==> config.mk <==
export PLATFORM = sky130hd
export DESIGN_NAME = lite_cmd_master_flat
export DESIGN_NICKNAME = d
export VERILOG_FILES = /design/src/rtl/lite_cmd_master_if.sv /design/src/rtl/lite_cmd_master.sv /design/src/flat_wrapper.sv
export SDC_FILE = /design/constraint.sdc
export NUM_CORES = 1
export LEC_CHECK = 0
export CELL_PAD_IN_SITES_DETAIL_PLACEMENT = 0
export CELL_PAD_IN_SITES_GLOBAL_PLACEMENT = 2
export CORE_MARGIN = 8
export CORE_UTILIZATION = 38
export CTS_CLUSTER_SIZE = 10
export DETAILED_ROUTE_END_ITERATION = 12
export DONT_BUFFER_PORTS = 1
export PLACE_DENSITY = 0.8
export SETUP_SLACK_MARGIN = 0.1
export SLEW_MARGIN = 20
export SYNTH_ARGS = -nofsm -noshare
export SYNTH_HDL_FRONTEND = slang
export SYNTH_SLANG_ARGS = --single-unit
==> constraint.sdc <==
create_clock -name clk -period 4.87 [get_ports clk]
set_input_delay 0.487 -clock clk [delete_from_list [all_inputs] [get_ports clk]]
set_output_delay 0.487 -clock clk [all_outputs]
set_load 0.03 [all_outputs]
==> src/rtl/lite_cmd_master_if.sv <==
// Command/response port plus aw/w/ar/r lite bus bundle for lite_cmd_master.
// master: the command master's view; slave: the environment's view.
interface lite_cmd_master_if #(
   parameter int DATA_WIDTH = 32,
   parameter int ADDR_WIDTH = 12
);
   localparam int STRB_WIDTH = DATA_WIDTH / 8;

   logic                  cmd_valid;
   logic                  cmd_ready;
   logic                  cmd_write;
   logic [ADDR_WIDTH-1:0] cmd_addr;
   logic [DATA_WIDTH-1:0] cmd_wdata;
   logic [STRB_WIDTH-1:0] cmd_wstrb;

   logic                  rsp_valid;
   logic                  rsp_ready;
   logic                  rsp_write;
   logic [DATA_WIDTH-1:0] rsp_rdata;
   logic                  rsp_timeout;

   logic                  awvalid;
   logic                  awready;
   logic [ADDR_WIDTH-1:0] awaddr;
   logic                  wvalid;
   logic                  wready;
   logic [DATA_WIDTH-1:0] wdata;
   logic [STRB_WIDTH-1:0] wstrb;
   logic                  arvalid;
   logic                  arready;
   logic [ADDR_WIDTH-1:0] araddr;
   logic                  rvalid;
   logic                  rready;
   logic [DATA_WIDTH-1:0] rdata;

   modport master (
      input  cmd_valid, cmd_write, cmd_addr, cmd_wdata, cmd_wstrb,
      output cmd_ready,
      output rsp_valid, rsp_write, rsp_rdata, rsp_timeout,
      input  rsp_ready,
      output awvalid, awaddr, wvalid, wdata, wstrb, arvalid, araddr, rready,
      input  awready, wready, arready, rvalid, rdata
   );

   modport slave (
      output cmd_valid, cmd_write, cmd_addr, cmd_wdata, cmd_wstrb,
      input  cmd_ready,
      input  rsp_valid, rsp_write, rsp_rdata, rsp_timeout,
      output rsp_ready,
      input  awvalid, awaddr, wvalid, wdata, wstrb, arvalid, araddr, rready,
      output awready, wready, arready, rvalid, rdata
   );
endinterface

==> src/rtl/lite_cmd_master.sv <==
// Single-outstanding command master driving a lite aw/w/ar/r bus (no B channel),
// returning one response per command with a timeout flag for stalled slaves.
//
// state   | meaning
// IDLE    | cmd_ready high, waiting for a command
// WRITE   | awvalid/wvalid outstanding, each cleared by its own handshake
// RD_ADDR | arvalid outstanding
// RD_DATA | rready high, waiting for rvalid
// RESP    | rsp_valid held until rsp_ready
module lite_cmd_master #(
   parameter int DATA_WIDTH     = 32,
   parameter int ADDR_WIDTH     = 12,
   parameter int TIMEOUT_CYCLES = 256
) (
   input  logic clk,
   input  logic rst,
   lite_cmd_master_if.master bus
);
   localparam int STRB_WIDTH = DATA_WIDTH / 8;
   localparam int CNT_WIDTH  = (TIMEOUT_CYCLES > 1) ? $clog2(TIMEOUT_CYCLES) : 1;
   localparam logic [CNT_WIDTH-1:0] CNT_LOAD =
      (TIMEOUT_CYCLES > 0) ? CNT_WIDTH'(TIMEOUT_CYCLES - 1) : '0;

   typedef enum logic [2:0] {IDLE, WRITE, RD_ADDR, RD_DATA, RESP} state_t;

   state_t                state, state_n;
   logic                  awvalid, awvalid_n, wvalid, wvalid_n;
   logic                  arvalid, arvalid_n, rready, rready_n;
   logic                  rsp_valid, rsp_valid_n, rsp_write, rsp_write_n;
   logic                  rsp_timeout, rsp_timeout_n;
   logic [DATA_WIDTH-1:0] rsp_rdata, rsp_rdata_n, wdata, wdata_n;
   logic [STRB_WIDTH-1:0] wstrb, wstrb_n;
   logic [ADDR_WIDTH-1:0] awaddr, awaddr_n, araddr, araddr_n;
   logic [CNT_WIDTH-1:0]  cnt, cnt_n, cnt_dec;
   logic                  expire;

   // Down-counter saturates at zero so a late ar handshake still times out in RD_DATA.
   assign cnt_dec = (cnt != '0) ? cnt - CNT_WIDTH'(1) : cnt;
   assign expire  = (TIMEOUT_CYCLES != 0) && (cnt == '0);

   always_comb begin
      state_n       = state;
      awvalid_n     = awvalid;
      wvalid_n      = wvalid;
      arvalid_n     = arvalid;
      rready_n      = rready;
      rsp_valid_n   = rsp_valid;
      rsp_write_n   = rsp_write;
      rsp_timeout_n = rsp_timeout;
      rsp_rdata_n   = rsp_rdata;
      wdata_n       = wdata;
      wstrb_n       = wstrb;
      awaddr_n      = awaddr;
      araddr_n      = araddr;
      cnt_n         = cnt;
      case (state)
         IDLE: begin
            if (bus.cmd_valid) begin
               rsp_write_n = bus.cmd_write;
               cnt_n       = CNT_LOAD;
               if (bus.cmd_write) begin
                  awaddr_n  = bus.cmd_addr;
                  wdata_n   = bus.cmd_wdata;
                  wstrb_n   = bus.cmd_wstrb;
                  awvalid_n = 1'b1;
                  wvalid_n  = 1'b1;
                  state_n   = WRITE;
               end else begin
                  araddr_n  = bus.cmd_addr;
                  arvalid_n = 1'b1;
                  state_n   = RD_ADDR;
               end
            end
         end
         WRITE: begin
            awvalid_n = awvalid && !bus.awready;
            wvalid_n  = wvalid && !bus.wready;
            cnt_n     = cnt_dec;
            if (!awvalid_n && !wvalid_n) begin
               rsp_valid_n   = 1'b1;
               rsp_rdata_n   = '0;
               rsp_timeout_n = 1'b0;
               state_n       = RESP;
            end else if (expire) begin
               awvalid_n     = 1'b0;
               wvalid_n      = 1'b0;
               rsp_valid_n   = 1'b1;
               rsp_rdata_n   = '0;
               rsp_timeout_n = 1'b1;
               state_n       = RESP;
            end
         end
         RD_ADDR: begin
            cnt_n = cnt_dec;
            if (bus.arready) begin
               arvalid_n = 1'b0;
               rready_n  = 1'b1;
               state_n   = RD_DATA;
            end else if (expire) begin
               arvalid_n     = 1'b0;
               rsp_valid_n   = 1'b1;
               rsp_rdata_n   = '0;
               rsp_timeout_n = 1'b1;
               state_n       = RESP;
            end
         end
         RD_DATA: begin
            cnt_n = cnt_dec;
            if (bus.rvalid || expire) begin
               rready_n      = 1'b0;
               rsp_valid_n   = 1'b1;
               rsp_rdata_n   = bus.rvalid ? bus.rdata : '0;
               rsp_timeout_n = !bus.rvalid;
               state_n       = RESP;
            end
         end
         RESP: begin
            if (bus.rsp_ready) begin
               rsp_valid_n = 1'b0;
               state_n     = IDLE;
            end
         end
         default: state_n = IDLE;
      endcase
   end

   always_ff @(posedge clk) begin
      if (rst) begin
         state       <= IDLE;
         awvalid     <= 1'b0;
         wvalid      <= 1'b0;
         arvalid     <= 1'b0;
         rready      <= 1'b0;
         rsp_valid   <= 1'b0;
         rsp_write   <= 1'b0;
         rsp_timeout <= 1'b0;
         rsp_rdata   <= '0;
         wdata       <= '0;
         wstrb       <= '0;
         awaddr      <= '0;
         araddr      <= '0;
         cnt         <= '0;
      end else begin
         state       <= state_n;
         awvalid     <= awvalid_n;
         wvalid      <= wvalid_n;
         arvalid     <= arvalid_n;
         rready      <= rready_n;
         rsp_valid   <= rsp_valid_n;
         rsp_write   <= rsp_write_n;
         rsp_timeout <= rsp_timeout_n;
         rsp_rdata   <= rsp_rdata_n;
         wdata       <= wdata_n;
         wstrb       <= wstrb_n;
         awaddr      <= awaddr_n;
         araddr      <= araddr_n;
         cnt         <= cnt_n;
      end
   end

   assign bus.cmd_ready   = (state == IDLE);
   assign bus.awvalid     = awvalid;
   assign bus.awaddr      = awaddr;
   assign bus.wvalid      = wvalid;
   assign bus.wdata       = wdata;
   assign bus.wstrb       = wstrb;
   assign bus.arvalid     = arvalid;
   assign bus.araddr      = araddr;
   assign bus.rready      = rready;
   assign bus.rsp_valid   = rsp_valid;
   assign bus.rsp_write   = rsp_write;
   assign bus.rsp_rdata   = rsp_rdata;
   assign bus.rsp_timeout = rsp_timeout;
endmodule

==> src/flat_wrapper.sv <==
// flat-port wrapper written by rule: the top's interface ports become plain ports
module lite_cmd_master_flat 
#(
   parameter int DATA_WIDTH     = 32,
   parameter int ADDR_WIDTH     = 12,
   parameter int TIMEOUT_CYCLES = 256
)
  (clk, rst, bus_cmd_valid, bus_cmd_write, bus_cmd_addr, bus_cmd_wdata, bus_cmd_wstrb, bus_cmd_ready, bus_rsp_valid, bus_rsp_write, bus_rsp_rdata, bus_rsp_timeout, bus_rsp_ready, bus_awvalid, bus_awaddr, bus_wvalid, bus_wdata, bus_wstrb, bus_arvalid, bus_araddr, bus_rready, bus_awready, bus_wready, bus_arready, bus_rvalid, bus_rdata);
  lite_cmd_master_if #(.DATA_WIDTH(DATA_WIDTH), .ADDR_WIDTH(ADDR_WIDTH)) bus_i ();
  input  logic clk;
  input  logic rst;
  input wire logic [$bits(bus_i.cmd_valid)-1:0] bus_cmd_valid;
  input wire logic [$bits(bus_i.cmd_write)-1:0] bus_cmd_write;
  input wire logic [$bits(bus_i.cmd_addr)-1:0] bus_cmd_addr;
  input wire logic [$bits(bus_i.cmd_wdata)-1:0] bus_cmd_wdata;
  input wire logic [$bits(bus_i.cmd_wstrb)-1:0] bus_cmd_wstrb;
  output wire logic [$bits(bus_i.cmd_ready)-1:0] bus_cmd_ready;
  output wire logic [$bits(bus_i.rsp_valid)-1:0] bus_rsp_valid;
  output wire logic [$bits(bus_i.rsp_write)-1:0] bus_rsp_write;
  output wire logic [$bits(bus_i.rsp_rdata)-1:0] bus_rsp_rdata;
  output wire logic [$bits(bus_i.rsp_timeout)-1:0] bus_rsp_timeout;
  input wire logic [$bits(bus_i.rsp_ready)-1:0] bus_rsp_ready;
  output wire logic [$bits(bus_i.awvalid)-1:0] bus_awvalid;
  output wire logic [$bits(bus_i.awaddr)-1:0] bus_awaddr;
  output wire logic [$bits(bus_i.wvalid)-1:0] bus_wvalid;
  output wire logic [$bits(bus_i.wdata)-1:0] bus_wdata;
  output wire logic [$bits(bus_i.wstrb)-1:0] bus_wstrb;
  output wire logic [$bits(bus_i.arvalid)-1:0] bus_arvalid;
  output wire logic [$bits(bus_i.araddr)-1:0] bus_araddr;
  output wire logic [$bits(bus_i.rready)-1:0] bus_rready;
  input wire logic [$bits(bus_i.awready)-1:0] bus_awready;
  input wire logic [$bits(bus_i.wready)-1:0] bus_wready;
  input wire logic [$bits(bus_i.arready)-1:0] bus_arready;
  input wire logic [$bits(bus_i.rvalid)-1:0] bus_rvalid;
  input wire logic [$bits(bus_i.rdata)-1:0] bus_rdata;
  assign bus_i.cmd_valid = bus_cmd_valid;
  assign bus_i.cmd_write = bus_cmd_write;
  assign bus_i.cmd_addr = bus_cmd_addr;
  assign bus_i.cmd_wdata = bus_cmd_wdata;
  assign bus_i.cmd_wstrb = bus_cmd_wstrb;
  assign bus_cmd_ready = bus_i.cmd_ready;
  assign bus_rsp_valid = bus_i.rsp_valid;
  assign bus_rsp_write = bus_i.rsp_write;
  assign bus_rsp_rdata = bus_i.rsp_rdata;
  assign bus_rsp_timeout = bus_i.rsp_timeout;
  assign bus_i.rsp_ready = bus_rsp_ready;
  assign bus_awvalid = bus_i.awvalid;
  assign bus_awaddr = bus_i.awaddr;
  assign bus_wvalid = bus_i.wvalid;
  assign bus_wdata = bus_i.wdata;
  assign bus_wstrb = bus_i.wstrb;
  assign bus_arvalid = bus_i.arvalid;
  assign bus_araddr = bus_i.araddr;
  assign bus_rready = bus_i.rready;
  assign bus_i.awready = bus_awready;
  assign bus_i.wready = bus_wready;
  assign bus_i.arready = bus_arready;
  assign bus_i.rvalid = bus_rvalid;
  assign bus_i.rdata = bus_rdata;
  lite_cmd_master #(.DATA_WIDTH(DATA_WIDTH), .ADDR_WIDTH(ADDR_WIDTH), .TIMEOUT_CYCLES(TIMEOUT_CYCLES)) u_core (.clk(clk), .rst(rst), .bus(bus_i));
endmodule
==> metrics.md <==
| Metric | Value |
|---|---|
| Synthesized area | 4811 um^2 |
| Fin crit share | 54.49% |
| Seq/Total Area, Yosys | 45.77% |
| Clk network pwr share | 34.7% |
| Post-DP HPWL | 8964 um |
| Routed Antenna Nets | 0 |
| Nets | 592 |
| CTS sink count | 110 |
| Worst rel slew slack | 28.22% |
| Placed Area | 4820 um^2 |
| Pin count of the biggest net entering global routing | 111 |
| WL final | 12930 um |
| Most common cell after layout, fill and taps aside | nand2_1 |
| Comb power frac | 15.0% |
| P per Cell Area | 424.3 nW/um^2 |
| First-pass DRT Iterations | 4 |
| Initial antenna violation count | 0 |
| Routability cong. | 0.7441 |
| Die height | 128.5 um |
| Maximum clock insertion buffer count | 2 |
| CP cell instances | nand3b_4 > a211oi_4 > buf_4 > a21oi_1 > o221a_1 |
| Net Sw Power | 681.7 uW |
| Most frequent cells in the layout | 126 x nand2_1, 110 x dfxtp_1, 106 x a21oi_1 |
| DRC viols | 0 |
| Slew Limit Fails | 0 |
| Die area | 16520 um^2 |
| CP max stage cell | a211oi_4 |
| CTS tree | done |
| Critical path class | flop to flop |
| Critical path peak fanout | 19 |
| Clock slew at reported path FFs | 70 ps |
| Post-CTS Resized | 0 |
| RSZ-0062 raised after global routing | false |
| Seq cells post-synth | 110 |
| Min Tclk post-route | 2654 ps |
| Num CTS Buffers | 9 |
| WL/cell | 19.04 um |
| Synth warn | 0 |
| Drt first-iter violations | 231 |
| Post-synthesis net count | 621 |
| Internal power | 1.497 mW |
| Max-Cap Viols | 0 |
| Setup TNS | 0 ps |
| Clock root buffer master | clkbuf_16 |
| Initial Utilization | 38.59% |
| Startpoint Class | flop |
| Library cells used by synthesis | 48 |
| Crit end category | flop |
| PortBufs | 0 |
| Min Hold Slack | 201.2 ps |
| Leakage | 1.622 nW |
| Slew @ Worst Pin | 1068 ps |
| Largest delay contributor family on the critical path | compound AO/OA/AOI/OAI gates |
| Vias in the first global route | 3577 |
| First-pass GRT wire length | 19850 um |
| Gr ovfl total | 0 |
| Core Box Area | 12470 um^2 |
| Sequential power share | 50.3% |
| Gate Count Post-Synth | 531 |
| Worst path required time | 5110 ps |
| GRT Util Overall | 15.24% |
| Antenna diodes | 0 |
| Status | completed |
| Syn_area_per_cell | 9.060 um^2 |
| Worst hold path type | input pin to flop |
| Final core occ | 41.20% |
| # hold bufs at CTS | 0 |
| DR vias | 3726 |
| # rows | 41 |
| Worst vdd ir | 156.3 uV |
| Sw Share | 31.29% |
| Vias per cell | 5.487 |
| Post-route cell area | 5136 um^2 |
| Worst endpoint data arrival time | 2900 ps |
| Post-CTS Setup Bufs | 0 |
| Max Clk Rate | 376.8 MHz |
| Chip width | 128.5 um |
| Layout cells sized above 1 | 17.95% |
| Final hold viol count | 0 |
| H-tree Lvls | 3 |
| Clock skew | 8.357 ps |
| CP bufs+invs | 1 |
| Skew-Pair Late Insertion Delay | 350 ps |
| Slowest stage delay, CP | 870 ps |
| Top Ports | 189 |
| Setup Viol. Count Final | 0 |
| Synth-to-layout area growth | 6.762% |
[per-layer routing]
metal	part of all wire, %	vias to the layer above	track usage [%]
li1	-	1830	-
met1	38	1735	16.80
met2	45	146	23.21
met3	15	15	9.102
met4	1.8	0	6.773
met5	0	-	0
[registers in the layout (all words and copies together) (netlist names), 3 cells and up]
signal / flops
u_core.cnt: 8
u_core.bus.awaddr: 12
u_core.state: 3
u_core.bus.wstrb: 4
u_core.bus.rsp_rdata: 32
u_core.bus.wdata: 32
u_core.bus.araddr: 12
[cell usage after synthesis, drive strengths merged]
| cell | count | area [um^2] |
|---|---|---|
| nand2 | 127 | 479.2 |
| dfxtp | 110 | 2202 |
| a21oi | 106 | 530.5 |
| a211oi | 71 | 815.8 |
| buf | 25 | 168.9 |
| clkbuf | 20 | 82.57 |
| nor3 | 13 | 81.33 |
| inv | 7 | 26.27 |
| nor2 | 6 | 22.52 |
| nor3b | 5 | 48.80 |
| nor4 | 5 | 46.29 |
| and3 | 3 | 18.77 |
| nand2b | 3 | 18.77 |
| nand3 | 3 | 20.02 |
| o21ai | 3 | 15.01 |
| and2 | 2 | 12.51 |
| mux2 | 2 | 22.52 |
| o21bai | 2 | 18.77 |
| o221a | 2 | 22.52 |
| o22ai | 2 | 12.51 |
| a21o | 1 | 7.510 |
| a22o | 1 | 8.760 |
| a31oi | 1 | 6.260 |
| a41oi | 1 | 8.760 |
| and4 | 1 | 8.760 |
| ha | 1 | 12.51 |
| nand3b | 1 | 20.02 |
| nor2b | 1 | 6.260 |
| nor4b | 1 | 15.01 |
| o21a | 1 | 7.510 |
| o21ba | 1 | 10.01 |
| o22a | 1 | 8.760 |
| o311ai | 1 | 16.27 |
| or3b | 1 | 8.760 |
[worst reg2reg max path: cells and delay by family, from the launching register on]
family                 cells  cell delay (ps)
AO/OA/AOI/OAI              3             1190
buffers and inverters      1              460
flip-flops                 1              680
AND/OR/NAND/NOR            1              210
[per-stage QoR]
stage	total power [mW]	setup slack (ps)	instances
final	2.179	2216	679
after CTS	2.212	2212	679
after global placement	1.438	2245	663
after floorplan	1.399	3157	531
after global routing	2.295	2021	679
after detailed placement	1.448	2223	663
[layout make-up]
type	count	area, um^2
Fill cell	1299	7330
Multi-Input combinational cell	369	2347
Sequential cell	110	2202
Clock buffer	10	239.0
Tap cell	172	215.2
Clock inverter	6	68.82
Timing Repair Buffer	5	37.54
Inverter	7	26.28
[power groups by stage]
stage               registers, mW  logic, mW  clock network (mW)
finish                       1.10      0.327               0.757
global route                 1.11      0.366               0.824
CTS                          1.10      0.332               0.784
detailed placement           1.12      0.331                   0
global placement             1.12      0.323                   0
floorplan                    1.09      0.308                   0
[kinds of logic after synthesis]
| group | Yosys count | share of synthesized area (%) |
|---|---|---|
| multiplexers | 2 | 0.4681 |
| adder cells (fa/ha/maj) | 1 | 0.2600 |
| buffers and inverters | 52 | 5.773 |
| flip-flops | 110 | 45.77 |
| AND/OR/NAND/NOR | 172 | 16.78 |
| AO/OA/AOI/OAI | 194 | 30.95 |
[final timing paths]
kind	start	cells past startpoint	to	slack (ps)
max	u_core.state[0]	5	u_core.bus.rsp_valid	2220
min	rst	1	u_core.bus.rsp_rdata[11]	200
max reg2reg	u_core.state[0]	5	u_core.bus.rsp_valid	2220
min reg2reg	u_core.cnt[0]	1	u_core.cnt[0]	510
No activity file was read; power rests on OpenSTA's default activity.
